==> config.mk <==
export PLATFORM = sky130hd
export DESIGN_NAME = mem_port_arbiter_flat
export DESIGN_NICKNAME = d
export VERILOG_FILES = /design/src/rtl/mem_port_arbiter_if.sv /design/src/rtl/mem_port_arbiter.sv /design/src/flat_wrapper.sv
export SDC_FILE = /design/constraint.sdc
export NUM_CORES = 1
export LEC_CHECK = 0
export CAP_MARGIN = 20
export CORE_UTILIZATION = 38
export DETAILED_ROUTE_END_ITERATION = 6
export GPL_TIMING_DRIVEN = 0
export PLACE_DENSITY = 0.85
export SYNTH_ARGS = -nofsm -noshare
export SYNTH_HDL_FRONTEND = slang
export SYNTH_SLANG_ARGS = --single-unit
==> constraint.sdc <==
create_clock -name clk -period 3.55 [get_ports clk]
set_clock_uncertainty 0.1 [all_clocks]
set_input_delay 0.355 -clock clk [delete_from_list [all_inputs] [get_ports clk]]
set_output_delay 0.355 -clock clk [all_outputs]
set_load 0.01 [all_outputs]
==> src/rtl/mem_port_arbiter_if.sv <==
// Bundle of the two requester ports and the memory-map port shared by mem_port_arbiter.
// slave = arbiter side, master = requesters plus memory-management side.
interface mem_port_arbiter_if #(
  parameter int unsigned ADDR_W = 32
);
  logic              m0_req, m0_we, m0_ack, m0_err;
  logic [ADDR_W-1:0] m0_addr, m0_wdata;
  logic              m1_req, m1_we, m1_ack, m1_err;
  logic [ADDR_W-1:0] m1_addr, m1_wdata;
  logic [ADDR_W-1:0] rdata;
  logic [ADDR_W-1:0] mem_addr, mem_wdata, mem_rdata;
  logic              mem_we;
  logic              busy;

  modport slave (
    input  m0_req, m0_we, m0_addr, m0_wdata,
    input  m1_req, m1_we, m1_addr, m1_wdata,
    input  mem_rdata,
    output m0_ack, m0_err, m1_ack, m1_err,
    output rdata, mem_addr, mem_wdata, mem_we, busy
  );

  modport master (
    output m0_req, m0_we, m0_addr, m0_wdata,
    output m1_req, m1_we, m1_addr, m1_wdata,
    output mem_rdata,
    input  m0_ack, m0_err, m1_ack, m1_err,
    input  rdata, mem_addr, mem_wdata, mem_we, busy
  );
endinterface

==> src/rtl/mem_port_arbiter.sv <==
// Two-requester round-robin arbiter for the shared memory-map port. Each access runs
// IDLE -> GRANT -> ACCESS -> DONE; writes outside [RAM_BASE, RAM_LIMIT) are dropped and flagged.
module mem_port_arbiter #(
  parameter int unsigned ADDR_W    = 32,
  parameter int unsigned RAM_BASE  = 'h100,
  parameter int unsigned RAM_LIMIT = 'h200
) (
  input  logic               clk,
  input  logic               rst,
  mem_port_arbiter_if.slave  bus
);
  typedef enum logic [1:0] {IDLE, GRANT, ACCESS, DONE} state_e;

  localparam logic [ADDR_W-1:0] RAM_LO = ADDR_W'(RAM_BASE);
  localparam logic [ADDR_W-1:0] RAM_HI = ADDR_W'(RAM_LIMIT);

  state_e            state_q, state_d;
  logic              owner_q, owner_d;          // 0 = M0, 1 = M1
  logic              last_owner_q, last_owner_d;
  logic              blocked_q, blocked_d;
  logic [ADDR_W-1:0] rdata_q, rdata_d;
  logic [ADDR_W-1:0] mem_addr_q, mem_addr_d;
  logic [ADDR_W-1:0] mem_wdata_q, mem_wdata_d;

  logic [1:0]        req;
  logic              own_we, in_win;
  logic [ADDR_W-1:0] own_addr, own_wdata;

  // Payload is never latched; the owner must hold it stable until its ack.
  assign req       = {bus.m1_req, bus.m0_req};
  assign own_we    = owner_q ? bus.m1_we    : bus.m0_we;
  assign own_addr  = owner_q ? bus.m1_addr  : bus.m0_addr;
  assign own_wdata = owner_q ? bus.m1_wdata : bus.m0_wdata;
  assign in_win    = (own_addr >= RAM_LO) && (own_addr < RAM_HI);

  always_comb begin
    state_d      = state_q;
    owner_d      = owner_q;
    last_owner_d = last_owner_q;
    blocked_d    = blocked_q;
    rdata_d      = rdata_q;
    mem_addr_d   = mem_addr_q;
    mem_wdata_d  = mem_wdata_q;
    bus.mem_we   = 1'b0;
    unique case (state_q)
      IDLE: begin
        if (req != 2'b00) begin
          owner_d = (req == 2'b11) ? ~last_owner_q : req[1];
          state_d = GRANT;
        end
      end
      GRANT: begin
        mem_addr_d  = own_addr;
        mem_wdata_d = own_wdata;
        state_d     = ACCESS;
      end
      ACCESS: begin
        mem_addr_d   = own_addr;
        mem_wdata_d  = own_wdata;
        bus.mem_we   = own_we & in_win;
        blocked_d    = own_we & ~in_win;
        if (!own_we) rdata_d = bus.mem_rdata;
        last_owner_d = owner_q;
        state_d      = DONE;
      end
      DONE: state_d = IDLE;
      default: state_d = IDLE;
    endcase
  end

  // mem_addr/mem_wdata follow the owner while granted and hold the last value otherwise.
  assign bus.mem_addr  = mem_addr_d;
  assign bus.mem_wdata = mem_wdata_d;
  assign bus.rdata     = rdata_q;
  assign bus.busy      = (state_q == GRANT) || (state_q == ACCESS);
  assign bus.m0_ack    = (state_q == DONE) && !owner_q;
  assign bus.m1_ack    = (state_q == DONE) &&  owner_q;
  assign bus.m0_err    = bus.m0_ack && blocked_q;
  assign bus.m1_err    = bus.m1_ack && blocked_q;

  always_ff @(posedge clk or posedge rst) begin
    if (rst) begin
      state_q      <= IDLE;
      owner_q      <= 1'b0;
      last_owner_q <= 1'b1;
      blocked_q    <= 1'b0;
      rdata_q      <= '0;
      mem_addr_q   <= '0;
      mem_wdata_q  <= '0;
    end else begin
      state_q      <= state_d;
      owner_q      <= owner_d;
      last_owner_q <= last_owner_d;
      blocked_q    <= blocked_d;
      rdata_q      <= rdata_d;
      mem_addr_q   <= mem_addr_d;
      mem_wdata_q  <= mem_wdata_d;
    end
  end
endmodule

==> src/flat_wrapper.sv <==
// flat-port wrapper written by rule: the top's interface ports become plain ports
module mem_port_arbiter_flat 
#(
  parameter int unsigned ADDR_W    = 32,
  parameter int unsigned RAM_BASE  = 'h100,
  parameter int unsigned RAM_LIMIT = 'h200
)
  (clk, rst, bus_m0_req, bus_m0_we, bus_m0_addr, bus_m0_wdata, bus_m1_req, bus_m1_we, bus_m1_addr, bus_m1_wdata, bus_mem_rdata, bus_m0_ack, bus_m0_err, bus_m1_ack, bus_m1_err, bus_rdata, bus_mem_addr, bus_mem_wdata, bus_mem_we, bus_busy);
  mem_port_arbiter_if #(.ADDR_W(ADDR_W)) bus_i ();
  input  logic clk;
  input  logic rst;
  input wire logic [$bits(bus_i.m0_req)-1:0] bus_m0_req;
  input wire logic [$bits(bus_i.m0_we)-1:0] bus_m0_we;
  input wire logic [$bits(bus_i.m0_addr)-1:0] bus_m0_addr;
  input wire logic [$bits(bus_i.m0_wdata)-1:0] bus_m0_wdata;
  input wire logic [$bits(bus_i.m1_req)-1:0] bus_m1_req;
  input wire logic [$bits(bus_i.m1_we)-1:0] bus_m1_we;
  input wire logic [$bits(bus_i.m1_addr)-1:0] bus_m1_addr;
  input wire logic [$bits(bus_i.m1_wdata)-1:0] bus_m1_wdata;
  input wire logic [$bits(bus_i.mem_rdata)-1:0] bus_mem_rdata;
  output wire logic [$bits(bus_i.m0_ack)-1:0] bus_m0_ack;
  output wire logic [$bits(bus_i.m0_err)-1:0] bus_m0_err;
  output wire logic [$bits(bus_i.m1_ack)-1:0] bus_m1_ack;
  output wire logic [$bits(bus_i.m1_err)-1:0] bus_m1_err;
  output wire logic [$bits(bus_i.rdata)-1:0] bus_rdata;
  output wire logic [$bits(bus_i.mem_addr)-1:0] bus_mem_addr;
  output wire logic [$bits(bus_i.mem_wdata)-1:0] bus_mem_wdata;
  output wire logic [$bits(bus_i.mem_we)-1:0] bus_mem_we;
  output wire logic [$bits(bus_i.busy)-1:0] bus_busy;
  assign bus_i.m0_req = bus_m0_req;
  assign bus_i.m0_we = bus_m0_we;
  assign bus_i.m0_addr = bus_m0_addr;
  assign bus_i.m0_wdata = bus_m0_wdata;
  assign bus_i.m1_req = bus_m1_req;
  assign bus_i.m1_we = bus_m1_we;
  assign bus_i.m1_addr = bus_m1_addr;
  assign bus_i.m1_wdata = bus_m1_wdata;
  assign bus_i.mem_rdata = bus_mem_rdata;
  assign bus_m0_ack = bus_i.m0_ack;
  assign bus_m0_err = bus_i.m0_err;
  assign bus_m1_ack = bus_i.m1_ack;
  assign bus_m1_err = bus_i.m1_err;
  assign bus_rdata = bus_i.rdata;
  assign bus_mem_addr = bus_i.mem_addr;
  assign bus_mem_wdata = bus_i.mem_wdata;
  assign bus_mem_we = bus_i.mem_we;
  assign bus_busy = bus_i.busy;
  mem_port_arbiter #(.ADDR_W(ADDR_W), .RAM_BASE(RAM_BASE), .RAM_LIMIT(RAM_LIMIT)) u_core (.clk(clk), .rst(rst), .bus(bus_i));
endmodule
## Yosys cells after proc, flatten, opt, wreduce, memory -nomap -nowiden

Index checks and enable logic that the tools add are counted.

- $add $sub $neg: 0
- Multipliers: 0
- Div/mod/pow operators: 0
- Order comparisons: 2
- Equality and inequality tests: 5
- Shift operators: 0
- Multiplexer cells: 9
- Bitwise gates (word level): 5
- Reduce and logical (&&, ||, !) cells: 12

Operators with widths:

| cell | count |
|---|---|
| 32-bit two-way mux | 4 |
| 32-bit by 9-bit greater-or-equal comparator with 1-bit output, second input constant | 1 |
| 32-bit by 10-bit less-than comparator with 1-bit output, second input constant | 1 |
| 2-bit one-hot mux with 4 select lines | 1 |
| 2-bit equality test, second input constant | 3 |
| 1-bit logical AND | 5 |
| 2-bit AND reduction | 2 |
| 1-bit two-way mux | 3 |
| 1-bit NOT | 3 |
| 1-bit AND | 2 |
| 2-bit by 1-bit equality test with 1-bit output, second input constant | 1 |
| 2-bit zero test | 1 |
| 2-bit two-way mux | 1 |
| 2-bit by 1-bit inequality test with 1-bit output, second input constant | 1 |
| 2-bit nonzero test | 1 |
| 2-bit OR reduction | 1 |
| 1-bit zero test | 1 |
| 1-bit logical OR | 1 |

- Flip-flop bits (word level): 101
- Latch bits: 0
- RAM bits: 0
- ROM bits: 0
- Input port bits: 166
- Output and inout port bits: 102
- Word-level logic and storage cells: 40
- Memories: 0

## Depth between registers and ports, before layout

- Depth in word-level cells: 5
- Mapped depth: 6
- Gate-level depth less buffers: 5

## Worst setup path before layout

No wires, ideal clock.

- Kind: flip-flop to output port
- Start point: register u_core.state_q[1]
- End point: output bus_mem_wdata[10]
- Arrival: 1643 ps
- Required time: 3095 ps
- Slack: 1452 ps
- Cell stages (with the launch flop): 7
- Buffers on the path: 2
- Path through: dfrtp_1 inv_1 ha_1 clkbuf_1 buf_1 nor2_1 a21oi_1

- Cells in the longest elaborated chain, start to end: 3
- Elaborated cells between the ends (all ways): 4
- Those cells by class: eq/ne (2); mux (1); reduce/logical (1)

Ends and longest elaborated chain:

| item | line | RTL |
|---|---|---|
| start, declared | mem_port_arbiter.sv:17 | `state_e state_q, state_d;` |
| start signal, assigned | mem_port_arbiter.sv:91 | `state_q <= state_d;` |
| 2-bit equality test or 2-bit by 1-bit equality test with 1-bit output (tied branches) | mem_port_arbiter.sv:45 | `unique case (state_q)` |
| 2-bit OR reduction (no source line) (*) | - |  |
| 32-bit two-way mux (*) | mem_port_arbiter.sv:45 |  |
| end, declared | flat_wrapper.sv:27 | `output wire logic [$bits(bus_i.mem_wdata)-1:0] bus_mem_wdata;` |

Mark *: on every way between the ends. The rest lies on a longest branch, timed or not.

## Worst setup path in the final report

- Start point: register u_core.state_q[1]
- End point: output bus_mem_wdata[9]

Same word-level chain as after synthesis.

==> results by group <==
Status
  – Status: finished clean

Clocking
  – Clk buf depth: 2
  – Htree depth: 3
  – Sink Count: 101
  – Post-CTS setup buffer count: 0
  – CTS tree: yes
  – Clk_lat worst skew: about 0.35 ns
  – Clock buffer count from CTS: 9
  – Root buffer cell: clkbuf_16
  – Clock-pin slew on the worst setup and hold paths: about 0.07 ns

Die
  – Rows: 39
  – Die X-Extent: approximately 110 um
  – I/O pin cnt: 268
  – Die Ht: 112 um
  – Die area: between 10000 and 15000 um2
  – Starting Density: between 30% and 40%
  – Core box area: ~12000 um2

Pwr
  – Int Power: approximately 0.005 W
  – Peak supply drop: 0.000677 V
  – Comb power frac: between 60% and 70%
  – Sequential share of power: between 20 and 25%
  – Sw frac: between 30% and 40%
  – Cell Pwr Density: roughly 1100 nW/um2
  – LEAKAGE: ~3.4 nW
  – Clock share of power: 11.9%
  – NetSw: 0.00316 W

Final layout
  – Final net count: between 800 and 900
  – Layout cells sized above 1: about a tenth
  – Cell Count, Final, Fillers Out: 822
  – Area growth syn-to-layout: 68.6%
  – Diode count: 0
  – Fill cell count: 892

GRT
  – GRT overflow: 0
  – Total GRT Usage: 23.4%
  – Vias in the first global route: 4511
  – Initial antenna violation count: 0
  – Largest net degree at the start of global routing: 54
  – First-pass GRT wire length: 22.8 mm

Worst setup path
  – Crit Path Class: reg -> out
  – Arr. time, crit path: 2.76 ns
  – Worst path required time: about 3.1 ns
  – Setup crit start: u_core.state_q[1]
  – R2R Setup Slk: 1.52 ns
  – Reg2Reg Launch Point: u_core.state_q[1]
  – CP Launch Type: flip-flop
  – Crit Path Max Fanout: 10
  – CP Capture Type: output pin
  – Worst Reg-to-Reg Cells: 6
  – RR Endpoint: u_core.mem_wdata_q[9]

Logic synthesis
  – Synth Net Count: 565
  – Share of the synthesized area in the top cell type: 54.0%
  – Mapped cell area: 4630 um2
  – Synth top area cells: dfrtp_1 54%, mux2i_1 14%, mux2_4 9.7%, a21oi_1 7.0%, nor2_1 5.4%
  – Count leader, synth: dfrtp_1
  – Yosys Warn Count: 0
  – Register area share after synthesis: 54.6%
  – Synth Flop Type: dfrtp_1
  – Post-Synthesis Cells: about 400
  – Mapped Avg Cell Area: 11.7 um2
  – Synth area leader: dfrtp_1
  – Asr flop ratio synth: between 90% and 100%
  – Post-synth EDFFs: 0
  – #FFs+latches synth: between 100 and 150
  – Commonest cells in the synthesized netlist: 100 x dfrtp_1, 67 x nor2_1, 65 x a21oi_1
  – Synth cell types: 28

Routing
  – Number of remaining DRC errors: 0
  – Drt via density: between 4 and 5
  – Final wirelength: roughly 14 mm
  – WL/cell: approximately 18 um
  – Final ANT Viol Nets: 0
  – DRT iter0 DRCs: 227
  – Via count: between 4000 and 5000
  – DR pass1 iterations: 4

STA
  – Maximum clock frequency: between 0.3 and 0.4 GHz
  – Worst relative slew slack: between 50% and 60%
  – Post-layout min period: approximately 3.2 ns
  – Final Hold Viols: 0
  – Final Setup Violations: 0
  – RSZ-0062 raised after global routing: false
  – Period Utilization, post-route: 90.7%
  – Max-slew violations: 0
  – Worst Max-Slew Pin Slew: 0.632 ns
  – Setup WS post-layout: 0.331 ns

Placed design
  – Pre-CTS setup slack: 0.477 ns
  – RePlAce Congestion: 0.902
  – Port buffer count: roughly 270
  – DP HPWL: 11.2 mm
  – Inst Count DP: 806

Job
  – Max-cap viol count: 0

Worst hold path
  – HP Class: in -> async
area by class of cell:
cell class | count | area [um2] | area share [%]
Clock buffer | 11 | 233 | 2.98
Tap cell | 143 | 179 | 2.29
Clock inverter | 5 | 60.1 | 0.769
Sequential cell | 101 | 2530 | 32.4
Multi-Input combinational cell | 265 | 1960 | 25.1
Timing Repair Buffer | 268 | 2700 | 34.6
Buffer | 25 | 126 | 1.62
Inverter | 4 | 17.5 | 0.224
power by group through the flow:
stage / clock network [W] / registers [W] / logic, W
2_1_floorplan: 0 / 0.00206 / 0.00250
3_3_place_gp: 0 / 0.00199 / 0.00516
3_5_place_dp: 0 / 0.00202 / 0.00526
4_1_cts: 0.00100 / 0.00201 / 0.00530
5_1_grt: 0.00105 / 0.00207 / 0.00565
6_report: 0.000981 / 0.00201 / 0.00525
worst max-delay path by stage:
| stage | to | cells past startpoint |
|---|---|---|
| after floorplan | u_core.blocked_q | 1 |
| after global placement | u_core.mem_addr_q[17] | 2 |
| after detailed placement | bus_mem_wdata[9] | 7 |
| after CTS | bus_mem_wdata[0] | 7 |
| after global routing | bus_mem_wdata[12] | 7 |
| final | bus_mem_wdata[9] | 7 |
registers in the layout, summed over array words and instances, names as in the netlist:
register and flops:
u_core.owner_q 1, u_core.blocked_q 1, u_core.bus.rdata 32, u_core.mem_addr_q 32
u_core.mem_wdata_q 32, u_core.last_owner_q 1, u_core.state_q 2
layer usage:
| metal | GRT usage [%] | up-vias | part of all wire (%) |
|---|---|---|---|
| met5 | 0 | - | 0 |
| met3 | 6.80 | 23 | 6.5 |
| met1 | 26.3 | 1971 | 39 |
| met4 | 7.56 | 0 | 2.2 |
| met2 | 42.5 | 155 | 53 |
| li1 | - | 1928 | - |
worst max-delay path, stage by stage, from the launching register on:
cell and delay (ns):
dfrtp_1 0.40, inv_1 0.08, ha_1 0.32, clkbuf_2 0.29
buf_1 0.40, nor2_1 0.12, a21oi_1 0.21, clkdlybuf4s50_1 0.58
metrics by stage:
step	hold WS [ns]	power (W)	TNS, ns	util, %	cell area [um2]
3_5_place_dp	0.392	0.00728	0	64.4	7510
3_3_place_gp	0.389	0.00715	-92.25	64.2	7480
5_1_grt	0.388	0.00877	0	66.9	7810
6_report	0.342	0.00824	0	66.9	7810
2_1_floorplan	0.404	0.00457	0	-	4630
4_1_cts	0.364	0.00831	0	66.9	7810
logic make-up after synthesis:
logic type	synth area share [%]
flip-flops	54.6
multiplexers	24.8
AND/OR/NAND/NOR	8.97
AO/OA/AOI/OAI	7.51
buffers and inverters	3.03
adder cells (fa/ha/maj)	1.08
placed cells by master, fill, tap and decap left out, types with 5 or more instances in the layout:
master and n:
a21oi_1 65, buf_2 7, dfrtp_1 100, buf_1 5
clkbuf_16 9, nor2_1 67, mux2_4 30, nor4_1 7
clkdlybuf4s50_1 267, mux2i_1 64, clkbuf_1 11
repair_timing:
item / in CTS / in global routing
resized for setup: 0 / 2
hold buffers: 0 / 0
endpoints found under the setup margin: 0 / 46
(Power assumes the default switching activity.)
